File: src/rtl/jt51_wrseq.sv
// jt51_wrseq: host-side write sequencer for the JT51 CPU port.
// Queues (register, value) commands and replays each one as an address write
// followed by a data write. It waits for the chip's busy flag before each
// command and optionally skips an address write that would repeat the last one.
module jt51_wrseq #(
  parameter int DEPTH_LOG2 = 3,
  parameter int BUSY_LAT   = 2
) (
  input  logic                  clk,
  input  logic                  rst_n,
  input  logic                  cmd_valid,
  output logic                  cmd_ready,
  input  logic [7:0]            cmd_addr,
  input  logic [7:0]            cmd_data,
  input  logic                  addr_cache_en,
  output logic                  wr_write,
  output logic                  wr_a0,
  output logic [7:0]            wr_din,
  input  logic                  wr_busy,
  output logic [DEPTH_LOG2:0]   level,
  output logic                  idle
);

  localparam int DEPTH = 1 << DEPTH_LOG2;
  localparam int CNT_W = (BUSY_LAT > 1) ? $clog2(BUSY_LAT) : 1;
  localparam logic [DEPTH_LOG2-1:0] PTR_ONE  = 1;
  localparam logic [DEPTH_LOG2:0]   LVL_ONE  = 1;
  localparam logic [DEPTH_LOG2:0]   LVL_FULL = (DEPTH_LOG2+1)'(DEPTH);
  localparam logic [CNT_W-1:0]      HOLD_ONE = 1;
  localparam logic [CNT_W-1:0]      HOLD_LD  = CNT_W'(BUSY_LAT - 1);

  typedef enum logic [2:0] {
    S_IDLE, S_ADDR, S_GAP, S_DATA, S_HOLD, S_WAITB
  } state_t;

  state_t                state_q, state_d;
  logic [DEPTH_LOG2:0]   cnt_q, cnt_d;
  logic [DEPTH_LOG2-1:0] wr_ptr_q, wr_ptr_d;
  logic [DEPTH_LOG2-1:0] rd_ptr_q, rd_ptr_d;
  logic [CNT_W-1:0]      hold_q, hold_d;
  logic [7:0]            last_addr_q, last_addr_d;
  logic                  last_valid_q, last_valid_d;
  logic                  wr_write_q, wr_write_d;
  logic                  wr_a0_q, wr_a0_d;
  logic [7:0]            wr_din_q, wr_din_d;
  logic [15:0]           mem_q [DEPTH];

  logic [15:0] head;
  logic        push, pop, hit;

  assign head      = mem_q[rd_ptr_q];
  assign cmd_ready = (cnt_q != LVL_FULL);
  assign push      = cmd_valid & cmd_ready;
  assign pop       = (state_d == S_DATA);
  assign hit       = addr_cache_en & last_valid_q & (head[15:8] == last_addr_q);
  assign level     = cnt_q;
  assign idle      = (state_q == S_IDLE) && (cnt_q == '0);
  assign wr_write  = wr_write_q;
  assign wr_a0     = wr_a0_q;
  assign wr_din    = wr_din_q;

  // Command storage; contents need no reset since occupancy gates every read.
  always_ff @(posedge clk) begin
    if (push) mem_q[wr_ptr_q] <= {cmd_addr, cmd_data};
  end

  // FIFO pointers and occupancy; a pop only happens while a command is queued.
  always_comb begin
    wr_ptr_d = wr_ptr_q;
    rd_ptr_d = rd_ptr_q;
    cnt_d    = cnt_q;
    if (push) wr_ptr_d = wr_ptr_q + PTR_ONE;
    if (pop)  rd_ptr_d = rd_ptr_q + PTR_ONE;
    if (push && !pop)      cnt_d = cnt_q + LVL_ONE;
    else if (!push && pop) cnt_d = cnt_q - LVL_ONE;
  end

  // Next state plus registered Moore decode of the outputs from that next state.
  always_comb begin
    state_d      = state_q;
    hold_d       = hold_q;
    last_addr_d  = last_addr_q;
    last_valid_d = last_valid_q;
    case (state_q)
      S_IDLE: begin
        if (cnt_q != '0 && !wr_busy) state_d = hit ? S_DATA : S_ADDR;
      end
      S_ADDR: begin
        state_d      = S_GAP;
        last_addr_d  = head[15:8];
        last_valid_d = 1'b1;
      end
      S_GAP: state_d = S_DATA;
      S_DATA: begin
        state_d = S_HOLD;
        hold_d  = HOLD_LD;
      end
      S_HOLD: begin
        if (hold_q == '0) state_d = S_WAITB;
        else              hold_d  = hold_q - HOLD_ONE;
      end
      S_WAITB: begin
        if (!wr_busy) state_d = S_IDLE;
      end
      default: state_d = S_IDLE;
    endcase

    wr_write_d = (state_d == S_ADDR) || (state_d == S_DATA);
    wr_a0_d    = wr_a0_q;
    wr_din_d   = wr_din_q;
    if (state_d == S_ADDR) begin
      wr_a0_d  = 1'b0;
      wr_din_d = head[15:8];
    end else if (state_d == S_DATA) begin
      wr_a0_d  = 1'b1;
      wr_din_d = head[7:0];
    end
  end

  // Control and output registers; reset cuts any strobe and drops the queue.
  always_ff @(posedge clk or negedge rst_n) begin
    if (!rst_n) begin
      state_q      <= S_IDLE;
      cnt_q        <= '0;
      wr_ptr_q     <= '0;
      rd_ptr_q     <= '0;
      hold_q       <= '0;
      last_addr_q  <= '0;
      last_valid_q <= 1'b0;
      wr_write_q   <= 1'b0;
      wr_a0_q      <= 1'b0;
      wr_din_q     <= '0;
    end else begin
      state_q      <= state_d;
      cnt_q        <= cnt_d;
      wr_ptr_q     <= wr_ptr_d;
      rd_ptr_q     <= rd_ptr_d;
      hold_q       <= hold_d;
      last_addr_q  <= last_addr_d;
      last_valid_q <= last_valid_d;
      wr_write_q   <= wr_write_d;
      wr_a0_q      <= wr_a0_d;
      wr_din_q     <= wr_din_d;
    end
  end

endmodule

File: config.mk
export PLATFORM = sky130hd
export DESIGN_NAME = jt51_wrseq
export DESIGN_NICKNAME = d
export VERILOG_FILES = /design/src/rtl/jt51_wrseq.sv
export SDC_FILE = /design/constraint.sdc
export NUM_CORES = 1
export LEC_CHECK = 0
export CORE_ASPECT_RATIO = 1.75
export CORE_MARGIN = 2
export CORE_UTILIZATION = 50
export DETAILED_ROUTE_END_ITERATION = 8
export PLACE_DENSITY = 0.76
export SYNTH_ARGS = -nofsm -noshare
export SYNTH_HDL_FRONTEND = slang
export SYNTH_SLANG_ARGS = --single-unit
File: constraint.sdc
create_clock -name clk -period 4.12 [get_ports clk]
set_input_delay 0.618 -clock clk [delete_from_list [all_inputs] [get_ports clk]]
set_output_delay 0.618 -clock clk [all_outputs]
set_load 0.02 [all_outputs]
==> results.sh <==
export IMPL_status="completed"
export IMPL_fmax_mhz=273
export IMPL_hold_depth=1
export IMPL_synth_common_cells="edfxtp_1, dfrtp_1, nor2_1, mux4_2, nand2_1"
export IMPL_hold_path_endpoint="last_valid_q"
export IMPL_pre_cts_slack_ns=0.447
export IMPL_rr_endpoint="level[3]"
export IMPL_power_density_mw_per_mm2=774
export IMPL_grt_pass1_vias=3602
export IMPL_seq_power_share=0.390
export IMPL_synth_seq_cells=161
export IMPL_crit_arrival_ns=3.96
export IMPL_root_buffer="clkbuf_16"
export IMPL_slew_viol_final=0
export IMPL_drive_gt1_frac=0.228
export IMPL_synth_area_top_cells="edfxtp_1, dfrtp_1, mux4_2, mux2i_1, nor2_1"
export IMPL_cp_max_fo=25
export IMPL_grt_first_pass_wirelength_um=19800
export IMPL_hpwl_um=8050
export IMPL_start_kind="flip-flop"
export IMPL_syn_avg_cell_area_sq_um=18.1
export IMPL_skew_ns=0.00817
export IMPL_syn_num_nets=389
export IMPL_cts_sinks=161
export IMPL_wl_per_cell_um=20.7
export IMPL_areaGrowthSynthToFinish_pct=18.6
export IMPL_die_h_um=155
export IMPL_antenna_cells=0
export IMPL_fin_crit_sh=0.890
export IMPL_yosysWarnings=0
export IMPL_placed_cells=569
export IMPL_route_vias_total=3354
export IMPL_ant_nets=0
export IMPL_setup_ws_ns=0.454
export IMPL_power_mw=6.02
export IMPL_grt_max_degree=34
export IMPL_cts_max_level=4
export IMPL_required_ns=4.42
export IMPL_r2r_cells=15
export IMPL_min_delay_start="last_valid_q"
export IMPL_hp_class="flip-flop to flip-flop"
export IMPL_hold_buffers=0
export IMPL_cts_inserted_buffers=17
export IMPL_first_pass_iters=4
export IMPL_stdcell_count=600
export IMPL_worstSetupEndpointType="flip-flop"
export IMPL_p_leak_nw=2.70
export IMPL_reg2reg_from="rd_ptr_q[1]"
export IMPL_start_util=0.509
export IMPL_vdd_drop_max_mv=0.274
export IMPL_gp_congestion=0.749
export IMPL_rows=55
export IMPL_clock_path_buffers=2
export IMPL_yosysUniqueCellTypes=43
export IMPL_drt_total_wl_um=12400
export IMPL_drc=0
export IMPL_p_comb_frac=0.350
export IMPL_synth_flop_cell="edfxtp_1"
export IMPL_yosysTopAreaCellShare=0.586
export IMPL_finish_instance_area_sq_mm=0.00777
export IMPL_synth_async_sr_flop_share=0.205
export IMPL_core_sq_mm=0.0129
export IMPL_regToRegSetupSlack_ns=0.45
export IMPL_path_clk_slew_ns=0.06
export IMPL_grt_ovfl_total=0
export IMPL_p_clk_frac=0.260
export IMPL_finalHoldViolations=0
export IMPL_critPathKind="flip-flop to flip-flop"
export IMPL_die_w_um=90.6
export IMPL_yosysTopAreaCell="edfxtp_1"
export IMPL_cts_resized=0
export IMPL_slew_headroom=0.408
export IMPL_synth_most_common_cell="edfxtp_1"
export IMPL_rsz0062_at_grt="no"
export IMPL_setup_viol=0
export IMPL_min_period_ns=3.67
export IMPL_drt_iter0_drc=180
export IMPL_io_buffers=36
export IMPL_track_usage=0.191
export IMPL_clk_latency_ns=0.42
export IMPL_p_switching_mw=1.98
export IMPL_internal_power_mw=4.04
export IMPL_nets=444
export IMPL_synth_edf_count=128
export IMPL_ios=37
export IMPL_synthCells=362
export IMPL_antenna_found_initial=0
export IMPL_postLayoutCoreUtil=0.604
export IMPL_cts_tree="yes"
export IMPL_dieArea_sq_mm=0.0141
export IMPL_setup_tns_ns=0
export IMPL_hold_ws_ns=0.490
export IMPL_viasPerCell=5.59
export IMPL_synth_area_sq_mm=0.00656
export IMPL_drv_cap=0
export IMPL_netSwitchingFraction=0.329
export IMPL_yosysSeqAreaShare=0.712
export IMPL_place_area_sq_mm=0.00718
export IMPL_cts_setup_buffers=0
export IMPL_worst_pin_slew_ns=0.886
## state kept, by name, indices dropped and copies added (netlist names), 3 cells and up
register / count
state_q: 3
wr_din: 8
level: 4
rd_ptr_q: 3
last_addr_q: 8
mem_q: 128
wr_ptr_q: 3
## worst max-delay path: stages (launching register included)
cell	delay (ns)
dfrtp_1	0.34
buf_4	0.35
mux4_2	0.55
mux2i_1	0.28
xor2_1	0.18
nand3_1	0.13
nor4_4	0.24
o21ai_1	0.15
ha_1	0.24
inv_1	0.12
ha_1	0.24
a21o_1	0.17
a21oi_1	0.19
xnor2_1	0.15
nor2_1	0.07
xor2_1	0.14
## cell type report
class	instances	area, sq um
inverter	3	11.3
tap	171	214
clock inverter	14	170
fill	943	5100
timing repair buffer	53	500
clock buffer	17	425
sequential	161	4670
multi-input combinational	181	1780
## power by group through the flow
stage | registers (mW) | clock network [mW] | logic [mW]
floorplan | 2.37 | 0 | 1.49
global placement | 2.36 | 0 | 2.07
detailed placement | 2.38 | 0 | 2.12
CTS | 2.35 | 1.59 | 2.13
global route | 2.38 | 1.66 | 2.29
finish | 2.35 | 1.57 | 2.10
## how the worst max path moves through the flow
stage | cells after the start | from | end
6_report | 15 | rd_ptr_q[1] | level[3]
5_1_grt | 15 | rd_ptr_q[1] | level[3]
4_1_cts | 15 | rd_ptr_q[1] | level[3]
3_5_place_dp | 15 | rd_ptr_q[1] | level[3]
3_3_place_gp | 15 | rd_ptr_q[1] | level[3]
2_1_floorplan | 16 | rd_ptr_q[1] | level[3]
## kinds of logic after synthesis
| kind of cell | after synthesis | synth area share |
|---|---|---|
| DFF | 161 | 0.712 |
| and+or+nand+nor | 76 | 0.0596 |
| muxes | 55 | 0.146 |
| AOI/OAI and AO/OA | 30 | 0.0334 |
| buffers and inverters | 20 | 0.0176 |
| xor gates and xnor gates | 14 | 0.0187 |
| adders and majority gates | 6 | 0.0126 |
## layer usage
metal	GRT usage	vias to the layer above	wire, um
li1	-	1537	-
met1	0.212	1727	4770
met2	0.350	74	7010
met3	0.0436	16	387
met4	0.0791	0	251
met5	0	-	0
## placed cells by master (no fill, tap or decap), types with 4 or more instances in the layout
cell type and instances:
edfxtp_1 128, clkdlybuf4s50_1 36, dfrtp_1 32, nor2_1 29, mux4_2 28, clkbuf_16 17, buf_4 16, nand2_1 15
mux2i_1 13, mux2_2 9, a221o_1 9, a21oi_1 8, nor4_1 7, xor2_1 7, xnor2_1 7, o21ai_0 5
ha_1 5, inv_6 5, nand2b_1 4
Power figures use the tool's default switching activity.
